File: config.mk
export PLATFORM = sky130hd
export DESIGN_NAME = rfft_stream_io
export DESIGN_NICKNAME = d
export VERILOG_FILES = /design/src/rtl/rfft_stream_io.sv
export SDC_FILE = /design/constraint.sdc
export NUM_CORES = 1
export LEC_CHECK = 0
export ABC_AREA = 1
export BUFFER_PORTS_ARGS = -buffer_cell sky130_fd_sc_hd__buf_4
export CAP_MARGIN = 20
export CORE_MARGIN = 2
export CORE_UTILIZATION = 40
export DETAILED_ROUTE_END_ITERATION = 10
export SLEW_MARGIN = 20
export SYNTH_ARGS = -nofsm -noshare
export SYNTH_HDL_FRONTEND = slang
export SYNTH_SLANG_ARGS = --single-unit
File: constraint.sdc
create_clock -name Clk -period 3.75 [get_ports Clk]
set_clock_uncertainty 0.1 [all_clocks]
set_input_delay 0.5625 -clock Clk [delete_from_list [all_inputs] [get_ports Clk]]
set_output_delay 0.5625 -clock Clk [all_outputs]
set_load 0.03 [all_outputs]
File: src/rtl/rfft_stream_io.sv
// -----------------------------------------------------------------------------
// rfft_stream_io
//
// Streaming front/back end for a word-oriented real-FFT core. Incoming samples
// are packed four at a time into core words and written to the core during
// its I/O phase. Once the core raises done, the words are read back one at a
// time and replayed as a sample stream.
//
// Frame size: 2^ADDR_W words of 4 samples (256 samples at defaults).
//
// Optional feature (compile-time macro):
//   RFFT_STREAM_IO_BITREV_EN  - read addresses are the ADDR_W-bit bit-reversal
//                               of the read index, so a core that leaves its
//                               result in bit-reversed word order streams out
//                               in natural order. Write addressing is the same
//                               with or without the macro.
//
// Ports
//   Clk              rising-edge clock for all logic
//   Reset            synchronous, active-high reset
//   s_data/s_valid/s_ready        input sample stream
//   m_data/m_valid/m_ready/m_last output sample stream, m_last on final sample
//   Addr             core word address (write address or read address)
//   Din0..Din3       core write lanes, lane 0 = earliest sample of the word
//   Input            core I/O-phase enable
//   Write            core write strobe, one cycle per word
//   done             core completion flag (rising edge honoured in WAIT only)
//   Dout0..Dout3     core read lanes, valid one cycle after the read address
//   busy             high whenever the block is not IDLE
// -----------------------------------------------------------------------------
module rfft_stream_io #(
  parameter int WIDTH  = 16,
  parameter int ADDR_W = 6
) (
  input  logic              Clk,
  input  logic              Reset,
  // input sample stream
  input  logic [WIDTH-1:0]  s_data,
  input  logic              s_valid,
  output logic              s_ready,
  // output sample stream
  output logic [WIDTH-1:0]  m_data,
  output logic              m_valid,
  input  logic              m_ready,
  output logic              m_last,
  // core interface
  output logic [ADDR_W-1:0] Addr,
  output logic [WIDTH-1:0]  Din0,
  output logic [WIDTH-1:0]  Din1,
  output logic [WIDTH-1:0]  Din2,
  output logic [WIDTH-1:0]  Din3,
  output logic              Input,
  output logic              Write,
  input  logic              done,
  input  logic [WIDTH-1:0]  Dout0,
  input  logic [WIDTH-1:0]  Dout1,
  input  logic [WIDTH-1:0]  Dout2,
  input  logic [WIDTH-1:0]  Dout3,
  output logic              busy
);

  // Sample counter covers a whole frame: word index in the upper bits,
  // lane index in the lowest two bits.
  localparam int CNT_W = ADDR_W + 2;

  typedef enum logic [2:0] {
    IDLE,
    LOAD,
    WAIT,
    READ,
    CAP,
    SEND
  } state_t;

  state_t state, state_nxt;

  logic [CNT_W-1:0]  samp_cnt;   // samples accepted in the current frame
  logic [WIDTH-1:0]  lane [3];   // lanes 0..2; lane 3 comes straight from s_data
  logic [WIDTH-1:0]  din_q [4];  // word presented to the core
  logic              write_q;    // write strobe, one cycle after a word completes
  logic [ADDR_W-1:0] waddr_q;    // word address of the pending/last write
  logic [ADDR_W-1:0] rd_idx;     // read-back word index
  logic [ADDR_W-1:0] rd_addr;    // core address for rd_idx
  logic [1:0]        k;          // output lane within the captured word
  logic [WIDTH-1:0]  obuf [4];   // captured read word
  logic              done_q;

  logic s_fire;
  logic m_fire;
  logic done_rise;
  logic word_full;
  logic frame_full;
  logic last_lane;
  logic last_word;

  // ---------------------------------------------------------------------------
  // Handshake and terminal-count decodes
  // ---------------------------------------------------------------------------
  assign s_fire     = s_valid && s_ready;
  assign m_fire     = m_valid && m_ready;
  assign done_rise  = done && !done_q;
  assign word_full  = s_fire && (samp_cnt[1:0] == 2'd3);
  assign frame_full = s_fire && (samp_cnt == '1);
  assign last_lane  = (k == 2'd3);
  assign last_word  = (rd_idx == '1);

  // ---------------------------------------------------------------------------
  // Read address mapping
  // ---------------------------------------------------------------------------
`ifdef RFFT_STREAM_IO_BITREV_EN
  always_comb begin
    rd_addr = '0;
    for (int b = 0; b < ADDR_W; b++) begin
      rd_addr[b] = rd_idx[ADDR_W-1-b];
    end
  end
`else
  assign rd_addr = rd_idx;
`endif

  // ---------------------------------------------------------------------------
  // Next-state logic
  // ---------------------------------------------------------------------------
  // NOTE: every signal assigned in a combinational block gets a default at the
  // top; a path that leaves it unassigned would otherwise infer a latch.
  always_comb begin
    state_nxt = state;
    unique case (state)
      IDLE: if (s_fire) state_nxt = LOAD;
      // The last word's write strobe fires during the first WAIT cycle, so
      // s_ready is already low there and a 257th sample can never slip in.
      LOAD: if (frame_full) state_nxt = WAIT;
      WAIT: if (done_rise) state_nxt = READ;
      READ: state_nxt = CAP;
      CAP:  state_nxt = SEND;
      SEND: begin
        if (m_fire && last_lane) begin
          state_nxt = last_word ? IDLE : READ;
        end
      end
      default: state_nxt = IDLE;
    endcase
  end

  // ---------------------------------------------------------------------------
  // Outputs
  // ---------------------------------------------------------------------------
  // Combinational outputs are forced to their idle values while Reset is high
  // so the reset cycle itself presents a quiet interface, whatever state the
  // register still holds.
  always_comb begin
    s_ready = 1'b0;
    m_valid = 1'b0;
    m_last  = 1'b0;
    m_data  = '0;
    Input   = 1'b0;
    Write   = 1'b0;
    Addr    = '0;
    busy    = 1'b0;
    if (!Reset) begin
      busy    = (state != IDLE);
      s_ready = (state == IDLE) || (state == LOAD);
      Write   = write_q;
      // Input also covers the final write, which lands in the first WAIT cycle.
      Input   = (state == LOAD) || (state == READ) || write_q;
      // The read address is held through CAP/SEND; otherwise show the write
      // address so Addr and Write are always coherent.
      if ((state == READ) || (state == CAP) || (state == SEND)) begin
        Addr = rd_addr;
      end else begin
        Addr = waddr_q;
      end
      if (state == SEND) begin
        m_valid = 1'b1;
        m_data  = obuf[k];
        m_last  = last_lane && last_word;
      end
    end
  end

  assign Din0 = din_q[0];
  assign Din1 = din_q[1];
  assign Din2 = din_q[2];
  assign Din3 = din_q[3];

  // ---------------------------------------------------------------------------
  // State and datapath registers
  // ---------------------------------------------------------------------------
  // NOTE: sequential state uses non-blocking assignments only, so every
  // register samples the pre-edge value of every other register.
  always_ff @(posedge Clk) begin
    if (Reset) begin
      state    <= IDLE;
      samp_cnt <= '0;
      write_q  <= 1'b0;
      waddr_q  <= '0;
      rd_idx   <= '0;
      k        <= '0;
      done_q   <= 1'b0;
      // NOTE: these lane arrays are a handful of flops, not a RAM, so they are
      // cleared on reset like any other register; a real memory would not be.
      for (int i = 0; i < 3; i++) begin
        lane[i] <= '0;
      end
      for (int i = 0; i < 4; i++) begin
        din_q[i] <= '0;
        obuf[i]  <= '0;
      end
    end else begin
      state   <= state_nxt;
      done_q  <= done;
      write_q <= word_full;

      // Input packing: lanes 0..2 are parked; the 4th sample goes straight
      // into the write word so the next sample can be taken without a stall.
      if (s_fire) begin
        case (samp_cnt[1:0])
          2'd0:    lane[0] <= s_data;
          2'd1:    lane[1] <= s_data;
          2'd2:    lane[2] <= s_data;
          default: ;
        endcase
        samp_cnt <= frame_full ? '0 : samp_cnt + CNT_W'(1);
      end

      if (word_full) begin
        din_q[0] <= lane[0];
        din_q[1] <= lane[1];
        din_q[2] <= lane[2];
        din_q[3] <= s_data;
        waddr_q  <= samp_cnt[CNT_W-1:2];
      end

      // Core read data is valid the cycle after the address (CAP).
      if (state == CAP) begin
        obuf[0] <= Dout0;
        obuf[1] <= Dout1;
        obuf[2] <= Dout2;
        obuf[3] <= Dout3;
      end

      if (m_fire) begin
        k <= last_lane ? '0 : k + 2'd1;
        if (last_lane) begin
          rd_idx <= last_word ? '0 : rd_idx + ADDR_W'(1);
          if (last_word) begin
            waddr_q <= '0;
          end
        end
      end
    end
  end

endmodule

=== Yosys cells after proc, flatten, opt, wreduce, memory -nomap -nowiden ===
Memories as Yosys holds them, arrays and structs flattened. A register that Yosys moved wholly into a read port is not among the register bits.
Cells that the tools add are included.

* $add $sub $neg: 3
* Multipliers: 0
* Divide/modulo/power cells: 0
* Order comparisons: 0
* Equality and inequality tests: 15
* Shifts and indexed selects: 0
* Multiplexer cells: 58
* Bitwise gates (word level): 11
* Reduce and logical (&&, ||, !) cells: 18

{| class="wikitable"
|+ Operators by type and width
! cell !! number
|-
| 16-bit 2-to-1 mux || 13
|-
| 6-bit 2-to-1 mux || 7
|-
| 1-bit 2-to-1 mux || 28
|-
| 3-bit one-hot mux with 6 select lines || 1
|-
| 3-bit 2-to-1 mux || 4
|-
| 1-bit bitwise OR || 11
|-
| 8-bit by 1-bit adder with 8-bit output, second input constant || 1
|-
| 8-bit equality test, second input constant || 1
|-
| 2-bit 2-to-1 mux || 4
|-
| 8-bit 2-to-1 mux || 1
|-
| 2-bit inequality test, second input constant || 4
|-
| 1-bit logical AND || 7
|-
| 6-bit by 1-bit adder with 6-bit output, second input constant || 1
|-
| 2-bit equality test, second input constant || 3
|-
| 3-bit by 2-bit equality test with 1-bit output, second input constant || 2
|-
| 3-bit equality test, second input constant || 2
|-
| 6-bit equality test, second input constant || 1
|-
| 1-bit logical OR || 5
|-
| 4-bit AND reduction || 1
|-
| 3-bit by 1-bit equality test with 1-bit output, second input constant || 1
|-
| 3-bit zero test || 1
|-
| 3-bit nonzero test || 1
|-
| 2-bit by 1-bit adder with 2-bit output, second input constant || 1
|-
| 2-bit by 1-bit equality test with 1-bit output, second input constant || 1
|-
| other kinds (3) || 3
|}

* Flip-flop bits (word level): 27
* Bits in latches: 0
* Memory bits (writable): 176
* Bits in read-only memories: 0
* Input port bits: 85
* Output and inout port bits: 92
* Word-level logic and storage cells: 115
* Memories: 3

{| class="wikitable"
|+ Memories
! memory !! depth !! bits a word !! rd ports !! clocked after Yosys merged registers in !! wr ports !! line !! RTL
|-
| din_q || 4 || 16 || 4 || 0 || 4 || 79 || <nowiki>logic [WIDTH-1:0] din_q [4];</nowiki>
|-
| obuf || 4 || 16 || 1 || 1 || 4 || 85 || <nowiki>logic [WIDTH-1:0] obuf [4];</nowiki>
|-
| lane || 3 || 16 || 3 || 0 || 3 || 78 || <nowiki>logic [WIDTH-1:0] lane [3];</nowiki>
|}

=== Logic depth before layout (Yosys ltp) ===
* Depth in word-level cells: 9
* Mapped depth: 10
* Gate-level depth less buffers: 10

=== Worst setup path after synthesis ===
Ideal clock, no wire load.

* Kind: in2reg
* Start point: input port Reset
* End point: memory din_q[0][0] (enable)
* Library setup time: 424 ps
* Arrival time: 2,560 ps
* Required time: 3,226 ps
* Slack: 666 ps
* Stages: 6
* Buffers on the path: 1
* Cell sequence: nor2_4 > nand3_2 > nor2_4 > inv_2 > buf_2 > nand2_1

{| class="wikitable"
|+ RTL lines
! what !! line !! RTL
|-
| start: declaration || 36 || <nowiki>input logic Reset,</nowiki>
|-
| end: declaration || 79 ||
|}

==> impl_metrics.json <==
{
  "grt_max_degree": 71,
  "max_freq_mhz": 346,
  "synth_area_leader_cell": "edfxtp_1",
  "root_buffer": "clkbuf_16",
  "irDropWorstVdd_uv": 213,
  "drt-vias-per-instance": 4.46,
  "grt_first_pass_wirelength_um": 26900,
  "io_pins": 177,
  "yosysWarnings": 0,
  "grt_usage_pct": 15.0,
  "gp_congestion": 0.810,
  "r2r-start": "state[2]",
  "die_y_um": 150,
  "worst-path-max-fanout": 32,
  "areaGrowthSynthToFinish_pct": 26.6,
  "die_w_um": 150,
  "overflow": 0,
  "cts_buffers": 22,
  "antenna_left": 0,
  "antenna_found_initial": 0,
  "p_leak_nw": 4.79,
  "ys_seq_elements": 205,
  "worstHoldStart": "done",
  "wirelength_um": 17300,
  "worst_pin_slew_ns": 0.903,
  "cts_setup_buffers": 0,
  "antennaDiodeCount": 0,
  "synthTopCellsByArea": "edfxtp_1 (62%), nor2_1 (10%), dfxtp_1 (6.8%)",
  "setup_viol": 0,
  "hold_viol": 0,
  "final_nets": 1088,
  "tritoncts": "done",
  "cp_data_arrival_time_ns": 2.22,
  "whs_path_depth": 3,
  "design_area_um2": 10800,
  "core_area_um2": 21000,
  "path_class": "reg -> out",
  "drt-initial-drc-count": 264,
  "clockBufferDepth": 3,
  "yosysUniqueCellTypes": 34,
  "dr.pass1.iters": 4,
  "slew_headroom_pct": 39.7,
  "ctsResizeCount": 0,
  "cts_hold_buf": 0,
  "hpwl_um": 11600,
  "cts_sinks": 205,
  "first_global_vias": 5470,
  "tns_ns": 0,
  "io_buffer_count": 176,
  "synth_nets": 911,
  "std_cell_rows": 53,
  "drive_gt1_share_pct": 22.8,
  "min_period_ns": 2.89,
  "drc": 0,
  "reg2reg_slack_ns": 1.45,
  "via_count": 5740,
  "post_dp_cell_area_um2": 10200,
  "cts-htree-levels": 1,
  "synth.avg_cell_area_um2": 10.4,
  "power_density_nw_per_um2": 489,
  "worstSkewPairLatency_ns": 0.49,
  "crit_path_start_kind": "register",
  "end_kind": "primary output",
  "synth_top_area_share_pct": 61.8,
  "post-route-period-util_pct": 77.0,
  "die_area_um2": 22600,
  "crit_required_ns": 3.09,
  "wl_per_cell_um": 13.5,
  "outcome": "completed",
  "clk_pin_slew_worst_paths_ns": 0.06,
  "rsz0062_at_grt": "no",
  "reg2regPathDepth": 6,
  "synth_seq_area_share_pct": 68.6,
  "syn_area_um2": 8560,
  "syn_inst": 820,
  "maxCapViolations": 0,
  "hold_path.class": "in -> reg",
  "drv_slew": 0,
  "initial_core_util_pct": 40.7
}
==> layout by cell type, fill, tap and decap left out, types with 2 or more instances in the layout <==
cell / instances
a21oi_1: 40
buf_12: 3
buf_4: 180
clkbuf_1: 7
clkbuf_16: 23
clkinv_1: 5
clkinv_2: 4
dfxtp_1: 29
edfxtp_1: 176
ha_1: 6
inv_1: 154
inv_2: 5
nand2_1: 57
nand2_2: 3
nand3_1: 18
nand3_4: 2
nand4_1: 3
nor2_1: 234
nor2_4: 2
nor3_1: 4
o21a_1: 2
o21ai_0: 39
o31ai_1: 2
xor2_1: 2
==> power by group <==
| part | internal [mW] | switching, mW | leakage (nW) |
|---|---|---|---|
| registers | 2.66 | 0.0595 | 2.06 |
| logic | 0.198 | 0.375 | 2.41 |
| clock network | 1.19 | 0.816 | 0.329 |
==> synthesized netlist by cell type (all sizes together) <==
| cell type | instances |
|---|---|
| a21oi | 40 |
| nand3 | 21 |
| ha | 6 |
| clkbuf | 8 |
| nor3 | 4 |
| edfxtp | 176 |
| or2 | 1 |
| a31oi | 1 |
| nand2 | 60 |
| buf | 22 |
| nand4 | 4 |
| xor2 | 2 |
| o22ai | 1 |
| o21ai | 41 |
| xnor2 | 1 |
| dfxtp | 29 |
| inv | 160 |
| o21a | 2 |
| o31ai | 3 |
| nor2 | 238 |
==> registers in the layout (all words and copies together), names as in the netlist, named ones only <==
| register | cells |
|---|---|
| din_q | 64 |
| obuf | 64 |
| lane | 48 |
| samp_cnt | 8 |
| rd_addr | 6 |
| waddr_q | 6 |
| state | 3 |
| k | 2 |
| done_q | 1 |
| write_q | 1 |
==> final timing paths <==
path                                      to
worst min-delay path                  done_q
worst min register to register    waddr_q[5]
worst max register to register  din_q[2][10]
worst max-delay path              m_data[13]
==> final cells by class <==
class / instances / area (um2)
multi-input combinational: 425 / 1930
fill: 1944 / 10200
timing repair buffer: 183 / 1410
inverter: 160 / 603
sequential: 205 / 5870
clock inverter: 10 / 68.8
clock buffer: 30 / 602
tap: 275 / 344
==> metal layers <==
metal,vias to the layer above,track usage (%),part of all wire (%)
met2,169,24.4,46
met3,26,2.64,6.4
met4,0,4.10,1.7
met5,-,0,0
met1,2582,21.0,46
li1,2963,-,-
==> critical path, stage by stage (launching register included) <==
cell and delay [ns]:
dfxtp_1 0.31, inv_1 0.64, o21ai_0 0.30, a21oi_1 0.27
buf_4 0.20
==> cells by family after synthesis <==
logic type,count (synthesis),share of synthesized area [%]
AO/OA/AOI/OAI,88,5.51
adder cells (fa/ha/maj),6,0.877
flip-flops,205,68.6
buffers and inverters,190,8.89
AND/OR/NAND/NOR,328,15.9
XOR/XNOR,3,0.307
==> metrics by stage <==
step	worst slack, ns	power (mW)	cells	hold WS, ns	util (%)
floorplan	0.666	3.12	820	0.336	-
global placement	1.15	3.34	1248	0.348	48.3
detailed placement	1.13	3.35	1248	0.357	48.3
CTS	0.821	5.37	1288	0.164	51.5
global route	0.684	5.52	1288	0.168	51.5
finish	0.863	5.30	1288	0.183	51.5
No activity file was read; power rests on OpenSTA's default activity.
